===== config.mk =====
export PLATFORM = sky130hd
export DESIGN_NAME = alu_cmd_sequencer_flat
export DESIGN_NICKNAME = d
export VERILOG_FILES = /design/src/rtl/alu_cmd_sequencer_if.sv /design/src/rtl/alu_cmd_sequencer.sv /design/src/flat_wrapper.sv
export SDC_FILE = /design/constraint.sdc
export NUM_CORES = 1
export LEC_CHECK = 0
export CORE_UTILIZATION = 55
export CTS_BUF_LIST = sky130_fd_sc_hd__clkbuf_2 sky130_fd_sc_hd__clkbuf_4 sky130_fd_sc_hd__clkbuf_8
export DETAILED_ROUTE_END_ITERATION = 7
export GPL_ROUTABILITY_DRIVEN = 0
export PLACE_DENSITY = 0.81
export SLEW_MARGIN = 25
export SYNTH_ARGS = -nofsm -noshare
export SYNTH_HDL_FRONTEND = slang
export SYNTH_SLANG_ARGS = --single-unit

===== constraint.sdc =====
create_clock -name clk -period 4.2 [get_ports clk]
set_input_delay 0.84 -clock clk [delete_from_list [all_inputs] [get_ports clk]]
set_output_delay 0.84 -clock clk [all_outputs]
set_load 0.02 [all_outputs]

===== src/rtl/alu_cmd_sequencer_if.sv =====
// Command and result handshakes of the ALU issue stage.
// slave is the sequencer side, master the producer/consumer side.
interface alu_cmd_sequencer_if #(
  parameter int DW = 8
);
  logic          cmd_valid;
  logic          cmd_ready;
  logic [DW-1:0] cmd_a;
  logic [DW-1:0] cmd_b;
  logic [3:0]    cmd_op;
  logic          res_valid;
  logic          res_ready;
  logic [DW-1:0] res_data;
  logic [3:0]    res_op;
  logic          res_err;

  modport slave (
    input  cmd_valid,
    input  cmd_a,
    input  cmd_b,
    input  cmd_op,
    input  res_ready,
    output cmd_ready,
    output res_valid,
    output res_data,
    output res_op,
    output res_err
  );

  modport master (
    output cmd_valid,
    output cmd_a,
    output cmd_b,
    output cmd_op,
    output res_ready,
    input  cmd_ready,
    input  res_valid,
    input  res_data,
    input  res_op,
    input  res_err
  );
endinterface


===== src/rtl/alu_cmd_sequencer.sv =====
// Issue stage for the 8-bit ALU: command FIFO, registered ALU
// operands, and a filtered valid/ready result register.
module alu_cmd_sequencer #(
  parameter int DEPTH = 4,
  parameter int DW    = 8
) (
  input  logic                   clk,
  input  logic                   rst_n,
  alu_cmd_sequencer_if.slave     bus,
  output logic [DW-1:0]          alu_in1,
  output logic [DW-1:0]          alu_in2,
  output logic [3:0]             alu_oper,
  input  logic [DW-1:0]          alu_y,
  output logic [$clog2(DEPTH):0] count
);

  localparam int AW = $clog2(DEPTH);
  localparam int CW = AW + 1;
  localparam logic [CW-1:0] FULL = CW'(DEPTH);

  typedef enum logic [1:0] {
    IDLE,
    EXEC,
    RESP
  } state_t;

  state_t state;
  state_t state_nx;

  logic [DW-1:0] mem_a  [DEPTH];
  logic [DW-1:0] mem_b  [DEPTH];
  logic [3:0]    mem_op [DEPTH];

  logic [AW-1:0] wptr;
  logic [AW-1:0] rptr;
  logic          push;
  logic          pop;
  logic          hs;
  logic          empty;
  logic          div_like;
  logic          err;

  assign bus.cmd_ready = (count < FULL);
  assign empty = (count == '0);
  assign push  = bus.cmd_valid & bus.cmd_ready;
  assign hs    = bus.res_valid & bus.res_ready;

  // Divide and modulo by zero have no defined ALU result.
  assign div_like = (alu_oper == 4'b0011)
                  | (alu_oper == 4'b0100);
  assign err = alu_oper[3]
             | (div_like & (alu_in2 == '0));

  always_comb begin
    state_nx = state;
    pop      = 1'b0;
    unique case (state)
      IDLE: begin
        if (!empty) begin
          pop      = 1'b1;
          state_nx = EXEC;
        end
      end
      EXEC: state_nx = RESP;
      RESP: begin
        if (hs) begin
          pop      = !empty;
          state_nx = empty ? IDLE : EXEC;
        end
      end
      default: state_nx = IDLE;
    endcase
  end

  always_ff @(posedge clk or negedge rst_n) begin
    if (!rst_n) state <= IDLE;
    else        state <= state_nx;
  end

  always_ff @(posedge clk) begin
    if (push) begin
      mem_a[wptr]  <= bus.cmd_a;
      mem_b[wptr]  <= bus.cmd_b;
      mem_op[wptr] <= bus.cmd_op;
    end
  end

  // Pointers wrap naturally since DEPTH is a power of two.
  always_ff @(posedge clk or negedge rst_n) begin
    if (!rst_n) begin
      wptr  <= '0;
      rptr  <= '0;
      count <= '0;
    end else begin
      if (push) wptr <= wptr + AW'(1);
      if (pop)  rptr <= rptr + AW'(1);
      unique case (1'b1)
        push & !pop: count <= count + CW'(1);
        pop & !push: count <= count - CW'(1);
        default: ;
      endcase
    end
  end

  always_ff @(posedge clk or negedge rst_n) begin
    if (!rst_n) begin
      alu_in1  <= '0;
      alu_in2  <= '0;
      alu_oper <= '0;
    end else if (pop) begin
      alu_in1  <= mem_a[rptr];
      alu_in2  <= mem_b[rptr];
      alu_oper <= mem_op[rptr];
    end
  end

  always_ff @(posedge clk or negedge rst_n) begin
    if (!rst_n) begin
      bus.res_valid <= 1'b0;
      bus.res_data  <= '0;
      bus.res_op    <= '0;
      bus.res_err   <= 1'b0;
    end else if (state == EXEC) begin
      bus.res_valid <= 1'b1;
      bus.res_data  <= err ? '0 : alu_y;
      bus.res_op    <= alu_oper;
      bus.res_err   <= err;
    end else if (hs) begin
      bus.res_valid <= 1'b0;
    end
  end

endmodule


===== src/flat_wrapper.sv =====
// flat-port wrapper written by rule: the top's interface ports become plain ports
module alu_cmd_sequencer_flat 
#(
  parameter int DEPTH = 4,
  parameter int DW    = 8
)
  (clk, rst_n, alu_in1, alu_in2, alu_oper, alu_y, count, bus_cmd_valid, bus_cmd_a, bus_cmd_b, bus_cmd_op, bus_res_ready, bus_cmd_ready, bus_res_valid, bus_res_data, bus_res_op, bus_res_err);
  alu_cmd_sequencer_if #(.DW(DW)) bus_i ();
  input  logic clk;
  input  logic rst_n;
  output logic [DW-1:0] alu_in1;
  output logic [DW-1:0] alu_in2;
  output logic [3:0] alu_oper;
  input  logic [DW-1:0] alu_y;
  output logic [$clog2(DEPTH):0] count;
  input wire logic [$bits(bus_i.cmd_valid)-1:0] bus_cmd_valid;
  input wire logic [$bits(bus_i.cmd_a)-1:0] bus_cmd_a;
  input wire logic [$bits(bus_i.cmd_b)-1:0] bus_cmd_b;
  input wire logic [$bits(bus_i.cmd_op)-1:0] bus_cmd_op;
  input wire logic [$bits(bus_i.res_ready)-1:0] bus_res_ready;
  output wire logic [$bits(bus_i.cmd_ready)-1:0] bus_cmd_ready;
  output wire logic [$bits(bus_i.res_valid)-1:0] bus_res_valid;
  output wire logic [$bits(bus_i.res_data)-1:0] bus_res_data;
  output wire logic [$bits(bus_i.res_op)-1:0] bus_res_op;
  output wire logic [$bits(bus_i.res_err)-1:0] bus_res_err;
  assign bus_i.cmd_valid = bus_cmd_valid;
  assign bus_i.cmd_a = bus_cmd_a;
  assign bus_i.cmd_b = bus_cmd_b;
  assign bus_i.cmd_op = bus_cmd_op;
  assign bus_i.res_ready = bus_res_ready;
  assign bus_cmd_ready = bus_i.cmd_ready;
  assign bus_res_valid = bus_i.res_valid;
  assign bus_res_data = bus_i.res_data;
  assign bus_res_op = bus_i.res_op;
  assign bus_res_err = bus_i.res_err;
  alu_cmd_sequencer #(.DEPTH(DEPTH), .DW(DW)) u_core (.clk(clk), .rst_n(rst_n), .bus(bus_i), .alu_in1(alu_in1), .alu_in2(alu_in2), .alu_oper(alu_oper), .alu_y(alu_y), .count(count));
endmodule

==> qor.csv, run 1 <==
metric,value,unit
DR DRC count,0,
Vias per Instance,5.39,
#FFs+latches synth,123,
crit-path cells,"clkdlybuf4s50_1, nor2b_1, and2_1",
CP Launch Type,primary input,
crit-path max FO,20,
WL/cell,17.8,microns
Final setup viols,0,
DPL Wire Length,5100,microns
1st-iter DRT viols,123,
"top cells by count, synth","80 x edfxtp_1, 43 x dfrtp_1, 18 x mux2_4, 18 x mux4_2, 18 x nand2_1",
drt pass-1 iters,4,
Crit Path Class,in -> reg,
Setup Skew,0.0143,ns
RSZ-0062 raised after global routing,no,
normalized max-slew margin,33.9,%
"Clk Latency, worst-skew pair",0.41,ns
setup TNS,0,ns
fin nets,367,
Die ar.,9090,sq um
Leak Pwr,2.23,nW
gr usage total,19.0,%
clock share of power,21.8,%
Post-DP Area,5580,sq um
crit path DAT,2.57,ns
first-pass GRT wire length,12200,microns
routed wire length,7960,microns
ANT cells,0,
crit path time final,2.55,ns
max incr delay on CP,0.86,ns
grt ovf,0,
CTS H-tree lvls,4,
Worst R2R Setup Slack,2.11,ns
number of fillers in the final layout,516,
"CTS clk-pin slew, worst paths",0.07,ns
Sequential Power Share,40.2,%
Hold WC Path Type,in -> async,
layout cells sized above 1,23.1,%
die height,95.4,microns
syn nets,285,
syn_area_per_cell,19.4,sq um
ANT nets after route,0,
hold_buf cts,0,
maxcap violations,0,
Port Buffers,69,
cell count after synthesis,247,
Crit path max-delay family,simple AND/OR/NAND/NOR gates,
final hold vios,0,
combinational share of power,38.0,%
Yosys top cell by area,edfxtp_1,
setup bufs post-CTS,0,
boundary pin count,70,
Area growth syn-to-layout,24.7,%
"Slowest-stage cell, CP",and2_1,
Netlist cell types,33,
"Top FF cell, synth",edfxtp_1,
Internal Pwr Total,3.19,mW
status,completed,
core area,8340,sq um
Final Max Slew Viols,0,
synth warn,0,
"count leader, synth",edfxtp_1,
largest net degree at the start of global routing,44,
NetSw,1.46,mW
Initial Util,57.5,%
CTS Buf Count,17,
Max Freq,392,MHz
period utilization,60.7,%
die width,95.4,microns
"EDFF count, synth",80,
Net Sw Frac,31.4,%
antenna violations before repair,0,
Rows,33,
CTS resizes,0,
pwr/cell area,778,nW/um^2
Least-Margin Pin Slew,0.992,ns
crit path buf inv count,1,
Setup crit end kind,flip-flop,
mapped cell area,4790,sq um
Synth area leaders,"edfxtp_1 50%, dfrtp_1 22%, mux4_2 8.5%",
clk sink count,123,
CP required,4.22,ns
"Seq/Total Area, Yosys",72.6,%
CTS tree,built,
CTS root buffer,clkbuf_8,
ys async rst share,35.0,%
vias,2411,
vias in the first global route,2406,
Final Cell Area,5980,sq um
clk buf depth,2,
Max rail drop VDD,0.352,mV
post-synth top area share,50.1,%
placed cells by master (no fill, tap or decap), drive strengths merged:
cell and n:
mux2i 1, o21ai 10, nor3 4, nand2 18, nor2 2, buf 4
nor2b 1, clkinvlp 3, clkinv 8, xor2 3, nand2b 3, and3b 1
mux2 24, a21boi 1, dfrtp 43, clkbuf 18, nor3b 2, ha 5
mux4 20, bufinv 3, o2111a 1, nor4 1, clkdlybuf4s50 68, and2 4
xnor2 3, o31a 1, inv 8, nor4b 1, edfxtp 80, fa 1
cell type report:
| type | count | area, sq um | area share (%) |
|---|---|---|---|
| Timing Repair Buffer | 72 | 711 | 11.9 |
| Clock buffer | 18 | 241 | 4.04 |
| Clock inverter | 14 | 154 | 2.58 |
| Inverter | 8 | 30.0 | 0.503 |
| Multi-Input combinational cell | 107 | 1230 | 20.6 |
| Tap cell | 105 | 131 | 2.20 |
| Sequential cell | 123 | 3480 | 58.2 |
worst reg2reg max path, delay by kind of cell, from the launching register on:
| kind | cells | cell delay [ns] |
|---|---|---|
| flip-flops | 1 | 0.42 |
| AND/OR/NAND/NOR | 2 | 1.27 |
path summary, 6_finish.rpt:
kind,startpoint,endpoint,cells past startpoint
setup / recovery,bus_cmd_valid,u_core.mem_a[1][6],3
hold reg to reg,u_core.bus.res_data[3],u_core.bus.res_data[3],2
hold / removal,rst_n,u_core.bus.res_op[2],1
max in group asynchronous,rst_n,u_core.alu_in2[1],1
min in group clk,u_core.bus.res_data[3],u_core.bus.res_data[3],2
setup reg to reg,u_core.count[2],u_core.mem_a[1][6],2
power groups by stage:
stage,Sequential [mW],Combinational [mW],Clock [mW]
3_5_place_dp,1.90,1.79,0
6_report,1.87,1.77,1.01
3_3_place_gp,1.88,1.74,0
2_1_floorplan,2.04,1.01,0
5_1_grt,1.91,1.90,1.08
4_1_cts,1.88,1.79,1.04
routing by layer:
layer / part of all wire (%) / vias to the layer above / track usage, % / wire length [microns]
met1: 44 / 1225 / 24.4 / 3500
met4: 1.1 / 0 / 5.68 / 90
met5: 0 / - / 0 / 0
met2: 50 / 70 / 31.4 / 4000
met3: 4.5 / 7 / 5.58 / 361
li1: - / 1109 / - / -
per-stage QoR:
stage | hold WS (ns) | setup WS (ns) | std cells | power [mW] | utilization (%)
2_1_floorplan | 0.540 | 1.79 | 247 | 3.05 | -
6_report | 0.421 | 1.65 | 447 | 4.65 | 71.6
4_1_cts | 0.490 | 1.60 | 447 | 4.71 | 71.6
5_1_grt | 0.455 | 1.56 | 447 | 4.90 | 71.6
3_5_place_dp | 0.474 | 1.20 | 415 | 3.69 | 66.8
3_3_place_gp | 0.465 | 1.26 | 415 | 3.62 | 66.8
registers in the layout, summed over array words and instances (netlist names):
register,cells
u_core.mem_a,32
u_core.bus.res_op,4
u_core.state,2
u_core.bus.res_err,1
u_core.alu_in1,8
u_core.mem_op,16
u_core.alu_in2,8
u_core.bus.res_valid,1
u_core.count,3
u_core.rptr,2
u_core.mem_b,32
u_core.alu_oper,4
u_core.wptr,2
u_core.bus.res_data,8
kinds of logic after synthesis:
group	Yosys count	share of synthesized area (%)
flops	123	72.6
mux	45	16.8
simple gates	37	4.28
buf+inv	17	1.83
compound gates	13	1.70
xor+xnor	6	1.10
fa+ha+maj	6	1.72
No activity file was read; power rests on OpenSTA's default activity.
==> run 2, diff against run 1 <==
Clock period 4.2 ns to 2.43 ns, I/O delays scaled along.
==> run 2 against run 1 <==
  * Via count rose by 0.58%
  * Largest cell class unchanged
  * Clock skew decreased by 0.00067 ns
  * Combinational power increased by 81%
  * Sequential cell count unchanged
  * Power up 76%
  * Highest routed layer unchanged
  * Largest power group is now combinational cells
  * Critical path depth fell by 1
==> qor.csv, run 2 (synthesized netlist as in run 1, its figures left out) <==
metric,value,unit,change
status,completed,,
Post-DP Area,5680,sq um,+1.8%
crit-path max FO,4,,-80%
layout cells sized above 1,26.3,%,+3.2 points
gr usage total,20.3,%,+1.4 points
Die ar.,9090,sq um,unchanged
ANT nets after route,0,,unchanged
drt pass-1 iters,4,,unchanged
Max rail drop VDD,0.557,mV,+58%
final hold vios,0,,unchanged
fin nets,379,,+3.3%
Crit path max-delay family,buffers and inverters,,
"Clk Latency, worst-skew pair",0.42,ns,about the same
vias in the first global route,2510,,+4.3%
DPL Wire Length,5420,microns,+6.2%
Least-Margin Pin Slew,0.598,ns,-0.393 ns
CTS root buffer,clkbuf_8,,
CTS tree,built,,
RSZ-0062 raised after global routing,no,,
Area growth syn-to-layout,27.0,%,
DR DRC count,0,,unchanged
"commonest non-fill, non-tap cell in the layout",edfxtp_1,,
Setup WS post-layout,0.408,ns,-1.24 ns
routed wire length,8160,microns,+2.6%
crit-path cells,"inv_1, clkdlybuf4s50_1",,
CTS H-tree lvls,4,,unchanged
"Slowest-stage cell, CP",clkdlybuf4s50_1,,
die width,95.4,microns,unchanged
first-pass GRT wire length,12700,microns,+3.7%
crit path time final,2.02,ns,
Final Cell Area,6090,sq um,+1.8%
die height,95.4,microns,unchanged
hold_buf cts,0,,unchanged
Setup crit end kind,output port,,
CTS Buf Count,17,,unchanged
"commonest cells after routing, fill and taps aside","80 x edfxtp_1, 68 x clkdlybuf4s50_1, 43 x dfrtp_1, 19 x clkbuf_8",,
pre-CTS WS,0.0228,ns,-1.18 ns
Port Buffers,69,,unchanged
1st-iter DRT viols,150,,+22%
routing usage on met3,5.98,%,+0.40 points
clk sink count,123,,unchanged
Vias per Instance,5.28,,-2.0%
final core utilization,73.0,%,+1.3 points
Rows,33,,unchanged
pwr/cell area,1350,nW/um^2,+73%
largest net degree at the start of global routing,44,,unchanged
crit path buf inv count,2,,+1
Final Max Slew Viols,0,,unchanged
maxcap violations,0,,unchanged
antenna violations before repair,0,,unchanged
CP required,1.94,ns,-2.28 ns
Hold WC Path Type,in -> async,,
clk buf depth,2,,unchanged
normalized max-slew margin,60.1,%,+26 points
Max Freq,494,MHz,
max incr delay on CP,0.61,ns,-0.25 ns
met1 Track Usage GR,24.9,%,+0.41 points
Setup Skew,0.0136,ns,-0.000669 ns
CTS resizes,0,,unchanged
biggest regs,"u_core.mem_a (32), u_core.mem_b (32), u_core.mem_op (16)",,
gr busiest metal,met2,,
ANT cells,0,,unchanged
core area,8340,sq um,unchanged
FF-to-FF path depth,8,,+6
boundary pin count,70,,unchanged
Final setup viols,0,,unchanged
Crit Path Class,reg -> out,,
grt met2 use,33.2,%,+1.8 points
setup bufs post-CTS,0,,unchanged
critical path depth in cells,2,,-1
period utilization,83.2,%,
"CTS clk-pin slew, worst paths",0.07,ns,about the same
setup TNS,0,ns,unchanged
CP Launch Type,flip-flop,,
grt ovf,0,,unchanged
Initial Util,57.5,%,unchanged
Leak Pwr,2.32,nW,+4.1%
crit path DAT,1.54,ns,-1.03 ns
WL/cell,17.8,microns,-0.13%
vias,2425,,+0.58%
[run 2: where the power goes]
| part | internal, mW | total, mW | switching (mW) | leakage (nW) |
|---|---|---|---|---|
| Clock | 1.09 | 1.82 | 0.734 | 0.218 |
| Sequential | 2.83 | 3.17 | 0.339 | 1.24 |
| Combinational | 1.75 | 3.21 | 1.47 | 0.859 |
[run 2: worst register-to-register path, delay by kind of cell (launching register included)]
kind	cells	cell delay, ns
compound gates	1	0.18
xor+xnor	2	0.28
fa+ha+maj	2	0.59
flops	1	0.39
simple gates	2	0.32
buf+inv	1	0.07
[run 2: stage by stage]
stage	power, mW	instances	hold slack [ns]
final	8.20	459	0.141
after global routing	8.63	459	0.174
after CTS	8.29	459	0.138
after detailed placement	6.45	427	0.474
after global placement	6.34	427	0.465
after floorplan	5.28	247	0.190
[run 2: layout make-up]
type / count / area, sq um
clock inverter: 10 / 124
inverter: 8 / 30.0
multi-input combinational: 107 / 1230
timing repair buffer: 84 / 811
fill: 535 / 2250
tap: 105 / 131
sequential: 123 / 3480
clock buffer: 22 / 284
[run 2: metal layers]
metal / routed length [microns] / share of wire (%)
met5: 0 / 0
met4: 103 / 1.3
met3: 490 / 6.0
met2: 4110 / 50
met1: 3460 / 42
[run 2: path summary, 6_finish.rpt]
path,endpoint,startpoint,slack [ns]
min,u_core.bus.res_valid,rst_n,0.14
min in group clk,u_core.bus.res_data[7],u_core.bus.res_data[7],0.49
max in group asynchronous,u_core.wptr[1],rst_n,1.90
min reg2reg,u_core.bus.res_data[7],u_core.bus.res_data[7],0.49
max reg2reg,u_core.count[2],u_core.state[1],0.53
max,bus_cmd_ready,u_core.count[2],0.41
